$ cat config.mk
export PLATFORM = sky130hd
export DESIGN_NAME = alu_cmd_ctrl_flat
export DESIGN_NICKNAME = d
export VERILOG_FILES = /design/src/rtl/alu_cmd_pkg.sv /design/src/rtl/alu_cmd_ctrl_if.sv /design/src/rtl/alu_cmd_regfile.sv /design/src/rtl/alu_cmd_ctrl.sv /design/src/flat_wrapper.sv
export SDC_FILE = /design/constraint.sdc
export NUM_CORES = 1
export LEC_CHECK = 0
export ABC_AREA = 1
export BUFFER_PORTS_ARGS = -buffer_cell sky130_fd_sc_hd__buf_2
export CORE_MARGIN = 10
export CORE_UTILIZATION = 60
export CTS_CLUSTER_DIAMETER = 150
export DETAILED_ROUTE_END_ITERATION = 6
export PLACE_DENSITY = 0.95
export SLEW_MARGIN = 20
export SYNTH_ARGS = -nofsm -noshare
export SYNTH_HDL_FRONTEND = slang
export SYNTH_SLANG_ARGS = --single-unit
export TNS_END_PERCENT = 10
$ cat constraint.sdc
create_clock -name clk -period 4.6 [get_ports clk]
set_input_delay 0.92 -clock clk [delete_from_list [all_inputs] [get_ports clk]]
set_output_delay 0.92 -clock clk [all_outputs]
set_load 0.02 [all_outputs]
$ cat src/rtl/alu_cmd_pkg.sv
// Shared opcodes, FSM states and response record for the ALU command controller.
// ALU_CMD_ADC_EN makes opcode 101 a legal add-with-carry; otherwise it is illegal.
package alu_cmd_pkg;

  localparam int ALU_W = 4;

  localparam logic [2:0] OP_ADD = 3'b000;
  localparam logic [2:0] OP_SUB = 3'b001;
  localparam logic [2:0] OP_AND = 3'b010;
  localparam logic [2:0] OP_OR  = 3'b011;
  localparam logic [2:0] OP_NOT = 3'b100;
  localparam logic [2:0] OP_ADC = 3'b101;
  localparam logic [2:0] OP_ILL = 3'b110;
  localparam logic [2:0] OP_LDI = 3'b111;

  typedef enum logic [1:0] {IDLE, EXEC, ADC2, RESP} state_t;

  typedef struct packed {
    logic [ALU_W-1:0] data;
    logic             carry;
    logic             err;
  } rsp_t;

  function automatic logic op_legal(input logic [2:0] op);
    case (op)
      OP_ILL:  return 1'b0;
`ifdef ALU_CMD_ADC_EN
      OP_ADC:  return 1'b1;
`else
      OP_ADC:  return 1'b0;
`endif
      default: return 1'b1;
    endcase
  endfunction

endpackage

$ cat src/rtl/alu_cmd_ctrl_if.sv
// Command and response valid/ready channels between a command source and alu_cmd_ctrl.
interface alu_cmd_ctrl_if #(
  parameter int DATA_W = 4,
  parameter int RW     = 2
) ();
  logic              cmd_valid;
  logic              cmd_ready;
  logic [2:0]        cmd_op;
  logic [RW-1:0]     cmd_rd;
  logic [RW-1:0]     cmd_rs1;
  logic [RW-1:0]     cmd_rs2;
  logic [DATA_W-1:0] cmd_imm;
  logic              rsp_valid;
  logic              rsp_ready;
  logic [DATA_W-1:0] rsp_data;
  logic              rsp_carry;
  logic              rsp_err;

  modport master (
    output cmd_valid, cmd_op, cmd_rd, cmd_rs1, cmd_rs2, cmd_imm, rsp_ready,
    input  cmd_ready, rsp_valid, rsp_data, rsp_carry, rsp_err
  );

  modport slave (
    input  cmd_valid, cmd_op, cmd_rd, cmd_rs1, cmd_rs2, cmd_imm, rsp_ready,
    output cmd_ready, rsp_valid, rsp_data, rsp_carry, rsp_err
  );
endinterface

$ cat src/rtl/alu_cmd_regfile.sv
// NREG x DATA_W register file: two combinational read ports, one synchronous write port.
module alu_cmd_regfile #(
  parameter  int DATA_W = 4,
  parameter  int NREG   = 4,
  localparam int RW     = $clog2(NREG)
) (
  input  logic              clk,
  input  logic              rst,
  input  logic [RW-1:0]     raddr1,
  output logic [DATA_W-1:0] rdata1,
  input  logic [RW-1:0]     raddr2,
  output logic [DATA_W-1:0] rdata2,
  input  logic              we,
  input  logic [RW-1:0]     waddr,
  input  logic [DATA_W-1:0] wdata
);
  logic [DATA_W-1:0] mem [NREG];

  always_ff @(posedge clk) begin
    if (rst) begin
      for (int unsigned i = 0; i < NREG; i++) mem[i] <= '0;
    end else if (we) begin
      mem[waddr] <= wdata;
    end
  end

  assign rdata1 = mem[raddr1];
  assign rdata2 = mem[raddr2];
endmodule

$ cat src/rtl/alu_cmd_ctrl.sv
// Command-side controller for the 4-bit ALU: register file, carry flag, handshakes.
// Define ALU_CMD_ADC_EN to build the two-pass ADC (EXEC -> ADC2) sequence.
module alu_cmd_ctrl
  import alu_cmd_pkg::*;
#(
  parameter  int DATA_W = ALU_W,
  parameter  int NREG   = 4,
  localparam int RW     = $clog2(NREG)
) (
  input  logic              clk,
  input  logic              rst,
  alu_cmd_ctrl_if.slave     bus,
  output logic [DATA_W-1:0] alu_a,
  output logic [DATA_W-1:0] alu_b,
  output logic [2:0]        alu_sel,
  input  logic [DATA_W-1:0] alu_result,
  input  logic              alu_carry
);
  state_t            state;
  rsp_t              rsp;
  logic              rsp_valid;
  logic              cmd_ready;
  logic              flag;
  logic              adc_q;
  logic [RW-1:0]     rd_q;
  logic [DATA_W-1:0] rdata1, rdata2;
  logic              we;
  logic [RW-1:0]     waddr;
  logic [DATA_W-1:0] wdata;
  logic              accept;

  assign accept = (state == IDLE) && cmd_ready && bus.cmd_valid;

  alu_cmd_regfile #(.DATA_W(DATA_W), .NREG(NREG)) u_regfile (
    .clk(clk), .rst(rst),
    .raddr1(bus.cmd_rs1), .rdata1(rdata1),
    .raddr2(bus.cmd_rs2), .rdata2(rdata2),
    .we(we), .waddr(waddr), .wdata(wdata)
  );

  always_comb begin
    we    = 1'b0;
    waddr = rd_q;
    wdata = alu_result;
    case (state)
      IDLE: if (accept && bus.cmd_op == OP_LDI) begin
        we    = 1'b1;
        waddr = bus.cmd_rd;
        wdata = bus.cmd_imm;
      end
      EXEC: we = !adc_q;
`ifdef ALU_CMD_ADC_EN
      ADC2: we = 1'b1;
`endif
      default: ;
    endcase
  end

`ifdef ALU_CMD_ADC_EN
  logic exec_carry;
  always_ff @(posedge clk) begin
    if (rst)                exec_carry <= 1'b0;
    else if (state == EXEC) exec_carry <= alu_carry;
  end
`endif

  always_ff @(posedge clk) begin
    if (rst) begin
      state     <= IDLE;
      flag      <= 1'b0;
      adc_q     <= 1'b0;
      rd_q      <= '0;
      cmd_ready <= 1'b0;
      rsp_valid <= 1'b0;
      rsp       <= '0;
      alu_a     <= '0;
      alu_b     <= '0;
      alu_sel   <= OP_ADD;
    end else begin
      case (state)
        IDLE: begin
          cmd_ready <= !accept;
          if (accept) begin
            rd_q  <= bus.cmd_rd;
            adc_q <= (bus.cmd_op == OP_ADC) && op_legal(bus.cmd_op);
            if (bus.cmd_op == OP_LDI) begin
              state     <= RESP;
              rsp_valid <= 1'b1;
              rsp       <= '{data: bus.cmd_imm, carry: flag, err: 1'b0};
            end else if (!op_legal(bus.cmd_op)) begin
              state     <= RESP;
              rsp_valid <= 1'b1;
              rsp       <= '{data: '0, carry: flag, err: 1'b1};
            end else begin
              state   <= EXEC;
              alu_a   <= rdata1;
              alu_b   <= rdata2;
              // ADC's first pass is a plain rs1+rs2 add; the flag is folded in by ADC2.
              alu_sel <= (bus.cmd_op == OP_ADC) ? OP_ADD : bus.cmd_op;
            end
          end
        end
        EXEC: begin
          if (adc_q) begin
            state   <= ADC2;
            alu_a   <= alu_result;
            alu_b   <= {{(DATA_W-1){1'b0}}, flag};
            alu_sel <= OP_ADD;
          end else begin
            state     <= RESP;
            flag      <= alu_carry;
            rsp_valid <= 1'b1;
            rsp       <= '{data: alu_result, carry: alu_carry, err: 1'b0};
            alu_a     <= '0;
            alu_b     <= '0;
            alu_sel   <= OP_ADD;
          end
        end
`ifdef ALU_CMD_ADC_EN
        ADC2: begin
          state     <= RESP;
          flag      <= exec_carry | alu_carry;
          rsp_valid <= 1'b1;
          rsp       <= '{data: alu_result, carry: exec_carry | alu_carry, err: 1'b0};
          alu_a     <= '0;
          alu_b     <= '0;
          alu_sel   <= OP_ADD;
        end
`endif
        RESP: begin
          if (bus.rsp_ready) begin
            state     <= IDLE;
            rsp_valid <= 1'b0;
            rsp       <= '0;
            cmd_ready <= 1'b1;
          end
        end
        default: begin
          state     <= IDLE;
          cmd_ready <= 1'b0;
        end
      endcase
    end
  end

  assign bus.cmd_ready = cmd_ready;
  assign bus.rsp_valid = rsp_valid;
  assign bus.rsp_data  = rsp.data;
  assign bus.rsp_carry = rsp.carry;
  assign bus.rsp_err   = rsp.err;
endmodule

$ cat src/flat_wrapper.sv
// flat-port wrapper written by rule: the top's interface ports become plain ports
module alu_cmd_ctrl_flat import alu_cmd_pkg::*;
#(
  parameter  int DATA_W = ALU_W,
  parameter  int NREG   = 4,
  localparam int RW     = $clog2(NREG)
)
  (clk, rst, alu_a, alu_b, alu_sel, alu_result, alu_carry, bus_cmd_valid, bus_cmd_op, bus_cmd_rd, bus_cmd_rs1, bus_cmd_rs2, bus_cmd_imm, bus_rsp_ready, bus_cmd_ready, bus_rsp_valid, bus_rsp_data, bus_rsp_carry, bus_rsp_err);
  alu_cmd_ctrl_if #(.DATA_W(DATA_W), .RW((2))) bus_i ();
  input  logic clk;
  input  logic rst;
  output logic [DATA_W-1:0] alu_a;
  output logic [DATA_W-1:0] alu_b;
  output logic [2:0] alu_sel;
  input  logic [DATA_W-1:0] alu_result;
  input  logic alu_carry;
  input wire logic [$bits(bus_i.cmd_valid)-1:0] bus_cmd_valid;
  input wire logic [$bits(bus_i.cmd_op)-1:0] bus_cmd_op;
  input wire logic [$bits(bus_i.cmd_rd)-1:0] bus_cmd_rd;
  input wire logic [$bits(bus_i.cmd_rs1)-1:0] bus_cmd_rs1;
  input wire logic [$bits(bus_i.cmd_rs2)-1:0] bus_cmd_rs2;
  input wire logic [$bits(bus_i.cmd_imm)-1:0] bus_cmd_imm;
  input wire logic [$bits(bus_i.rsp_ready)-1:0] bus_rsp_ready;
  output wire logic [$bits(bus_i.cmd_ready)-1:0] bus_cmd_ready;
  output wire logic [$bits(bus_i.rsp_valid)-1:0] bus_rsp_valid;
  output wire logic [$bits(bus_i.rsp_data)-1:0] bus_rsp_data;
  output wire logic [$bits(bus_i.rsp_carry)-1:0] bus_rsp_carry;
  output wire logic [$bits(bus_i.rsp_err)-1:0] bus_rsp_err;
  assign bus_i.cmd_valid = bus_cmd_valid;
  assign bus_i.cmd_op = bus_cmd_op;
  assign bus_i.cmd_rd = bus_cmd_rd;
  assign bus_i.cmd_rs1 = bus_cmd_rs1;
  assign bus_i.cmd_rs2 = bus_cmd_rs2;
  assign bus_i.cmd_imm = bus_cmd_imm;
  assign bus_i.rsp_ready = bus_rsp_ready;
  assign bus_cmd_ready = bus_i.cmd_ready;
  assign bus_rsp_valid = bus_i.rsp_valid;
  assign bus_rsp_data = bus_i.rsp_data;
  assign bus_rsp_carry = bus_i.rsp_carry;
  assign bus_rsp_err = bus_i.rsp_err;
  alu_cmd_ctrl #(.DATA_W(DATA_W), .NREG(NREG)) u_core (.clk(clk), .rst(rst), .bus(bus_i), .alu_a(alu_a), .alu_b(alu_b), .alu_sel(alu_sel), .alu_result(alu_result), .alu_carry(alu_carry));
endmodule
==> impl_metrics.ini <==
[status]
status = finished clean

[route]
viasPerCell = 5.49
vias = 2143
drt_iter0_markers = 198
wl_per_cell_um = 14.0
totalWireLength_um = 5440
drc_errors = 0
dr.pass1.iters = 5
drtAntennaViolNets = 0

[sta]
slew_violations = 0
fin_crit_sh_pct = 49.7
layout_min_cycle_time_ns = 2.28
fin_ws_ns = 2.32
hold_viol = 0
setup_viol = 0
max_slew_margin_pct = 58.0
rsz0062_at_grt = false
fin_tns_setup_ns = 0
fmax_mhz = 438
worst_slew_pin_slew_ns = 0.630
clock_skew_ns = 0.0134

[critical_path]
reg2regPathDepth = 7
end_kind = register
cp-start-kind = input pin
worstPathCellList = buf_2, o21ai_0, nand2_1, nor2_1, nand2_1, a21oi_1
crit_end = u_core.alu_sel[1]
critical_path_class = in -> reg
crit_start = bus_cmd_op[1]
critPathMaxStageDelay_ns = 0.46
reg2reg_setup_slack_ns = 2.38
cpMostUsedCell = nand2_1
r2r_start = u_core.state[1]
reg2reg_to = u_core.u_regfile.mem[1][0]
crit_slowest_cell = nand2_1
worstPathRequired_ns = 4.83
crit_path_max_fanout = 17
arrival_ns = 2.52

[die]
die_area_mm2 = 0.00665
initial_core_util_pct = 62.1
chipHeight_um = 81.6
core_mm2 = 0.00366
ios = 41
num_rows = 22
die_width_um = 81.6

[yosys]
syn-num-nets = 331
ys_top_cells_by_area = dfxtp_1 22%, edfxtp_1 21%, nand2_1 14%
yosysSeqAreaShare_pct = 43.1
syn_inst = 305
ys_warn_count = 0
synth_seq_cells = 41
yosysUniqueCellTypes = 25
synth_top_area_share_pct = 22.0
avgSynthCellArea_um2 = 7.46
yosys.area.top_type = dfxtp_1
syn_area_mm2 = 0.00227

[clock_tree]
clock_latency_ns = 0.30
clock_path_buffers = 2
postCtsHoldBufs = 0
cts_made_buffers = 5
clkSinkCount = 41
cts_max_level = 2
root_buffer = clkbuf_8
cts_resized = 0
cts_tree = done
cts.clk_slew.worst_paths_ns = 0.08
post-cts-setup-buffers = 0

[worst_hold_path]
hp-class = reg -> reg

[job]
max_cap_viol_count = 0

[pwr]
power.total_w = 0.00130
p_leak_nw = 1.24
power_density_mw_per_mm2 = 507
ir_worst_vdd_uv = 335

[cells_and_area]
area_growth_pct = 12.9
drive_gt1_share_pct = 18.7
n_antenna_cell = 0
fin_nets = 367

[global_route]
grt_pass1_vias = 2001
grt_pass1_wl_um = 9030
grt_use_total_pct = 17.1
grt_antenna_before_repair = 0
grt_overflow = 0
grt_max_degree = 21

[placed_design]
place_hpwl_um = 4230
place_congestion = 0.876
dp_slack_ns = 2.08
port_buffers = 40
==> cell type report <==
cell class | instances | area (um^2)
inverters | 36 | 135
multi-input cells | 217 | 1110
clock inverters | 3 | 16.3
repair buffers | 40 | 200
fillers | 294 | 1090
flip-flops and latches | 41 | 981
clock buffers | 5 | 68.8
well taps | 48 | 60.1
==> flip-flops by register name, summed over array words and instances, names as in the netlist <==
signal                count
u_core.bus.rsp_valid      1
u_core.alu_a              4
u_core.adc_q              1
u_core.alu_sel            3
u_core.alu_b              4
u_core.bus.cmd_ready      1
u_core.rd_q               2
u_core.state              2
u_core.bus.rsp_carry      1
u_core.bus.rsp_err        1
u_core.flag               1
u_core.bus.rsp_data       4
u_core.u_regfile.mem     16
==> metal layers <==
layer | vias up | routed length (um) | track usage, %
met5 | - | 0 | 0
met4 | 0 | 76 | 6.12
met3 | 6 | 569 | 6.00
met2 | 104 | 2560 | 28.6
met1 | 965 | 2230 | 19.8
li1 | 1068 | - | -
==> metrics by stage <==
| step | instance area (um^2) | std cells | hold WS, ns | util [%] |
|---|---|---|---|---|
| 4_1_cts | 2570 | 390 | 0.470 | 70.1 |
| 3_3_place_gp | 2480 | 382 | 0.452 | 67.8 |
| 2_1_floorplan | 2270 | 305 | 0.444 | - |
| 3_5_place_dp | 2480 | 382 | 0.459 | 67.8 |
| 6_report | 2570 | 390 | 0.464 | 70.1 |
| 5_1_grt | 2570 | 390 | 0.490 | 70.1 |
==> placed cells by master, fill, tap and decap left out, types with 2 or more instances in the layout <==
| master | instances |
|---|---|
| nand2_1 | 86 |
| buf_2 | 40 |
| inv_1 | 33 |
| nor2_1 | 33 |
| a21oi_1 | 26 |
| dfxtp_1 | 25 |
| nand3_1 | 17 |
| o211ai_1 | 16 |
| edfxtp_1 | 16 |
| o21ai_0 | 14 |
| nand3b_1 | 5 |
| clkbuf_8 | 5 |
| nand2_2 | 4 |
| ha_1 | 4 |
| inv_2 | 3 |
| nand3_4 | 3 |
| nor2_4 | 2 |
| clkinv_2 | 2 |
==> cell families (layout without fill, tap and decap cells) <==
kind of cell	Yosys count	count (layout)	share of synthesized area (%)
buffers and inverters	47	84	8.25
AO/OA/AOI/OAI	60	60	15.8
AND/OR/NAND/NOR	153	153	30.6
adder cells (fa/ha/maj)	4	4	2.20
flip-flops	41	41	43.1
==> power by group <==
group / switching (W) / leakage, nW / internal, W
combinational: 0.000389 / 0.821 / 0.000189
clock: 0.000122 / 0.0482 / 0.000105
sequential: 0.0000389 / 0.370 / 0.000457
==> synthesized netlist by cell type, drive strengths merged <==
master,n
or2,1
a21oi,27
a21o,1
dfxtp,25
o211ai,16
inv,36
o21ai,14
clkbuf,7
buf,4
nor2,36
o21a,1
ha,4
o31a,1
nand2,91
nand3b,5
edfxtp,16
nand3,20
==> worst max-delay path: cells and delay by family <==
family          cells  cell delay, ns
simple gates        3            0.95
buf+inv             1            0.12
compound gates      2            0.52
==> worst min path at each step <==
stage / start / endpoint / slack, ns / depth (start not counted)
2_1_floorplan: u_core.rd_q[1] / u_core.rd_q[1] / 0.44 / 2
3_3_place_gp: u_core.bus.rsp_valid / u_core.bus.rsp_valid / 0.45 / 2
3_5_place_dp: u_core.bus.rsp_valid / u_core.bus.rsp_valid / 0.46 / 2
4_1_cts: u_core.bus.rsp_valid / u_core.bus.rsp_valid / 0.47 / 2
5_1_grt: u_core.bus.rsp_valid / u_core.bus.rsp_valid / 0.49 / 2
6_report: u_core.bus.rsp_valid / u_core.bus.rsp_valid / 0.46 / 2
Note: power is estimated with default switching activity, not from simulation.
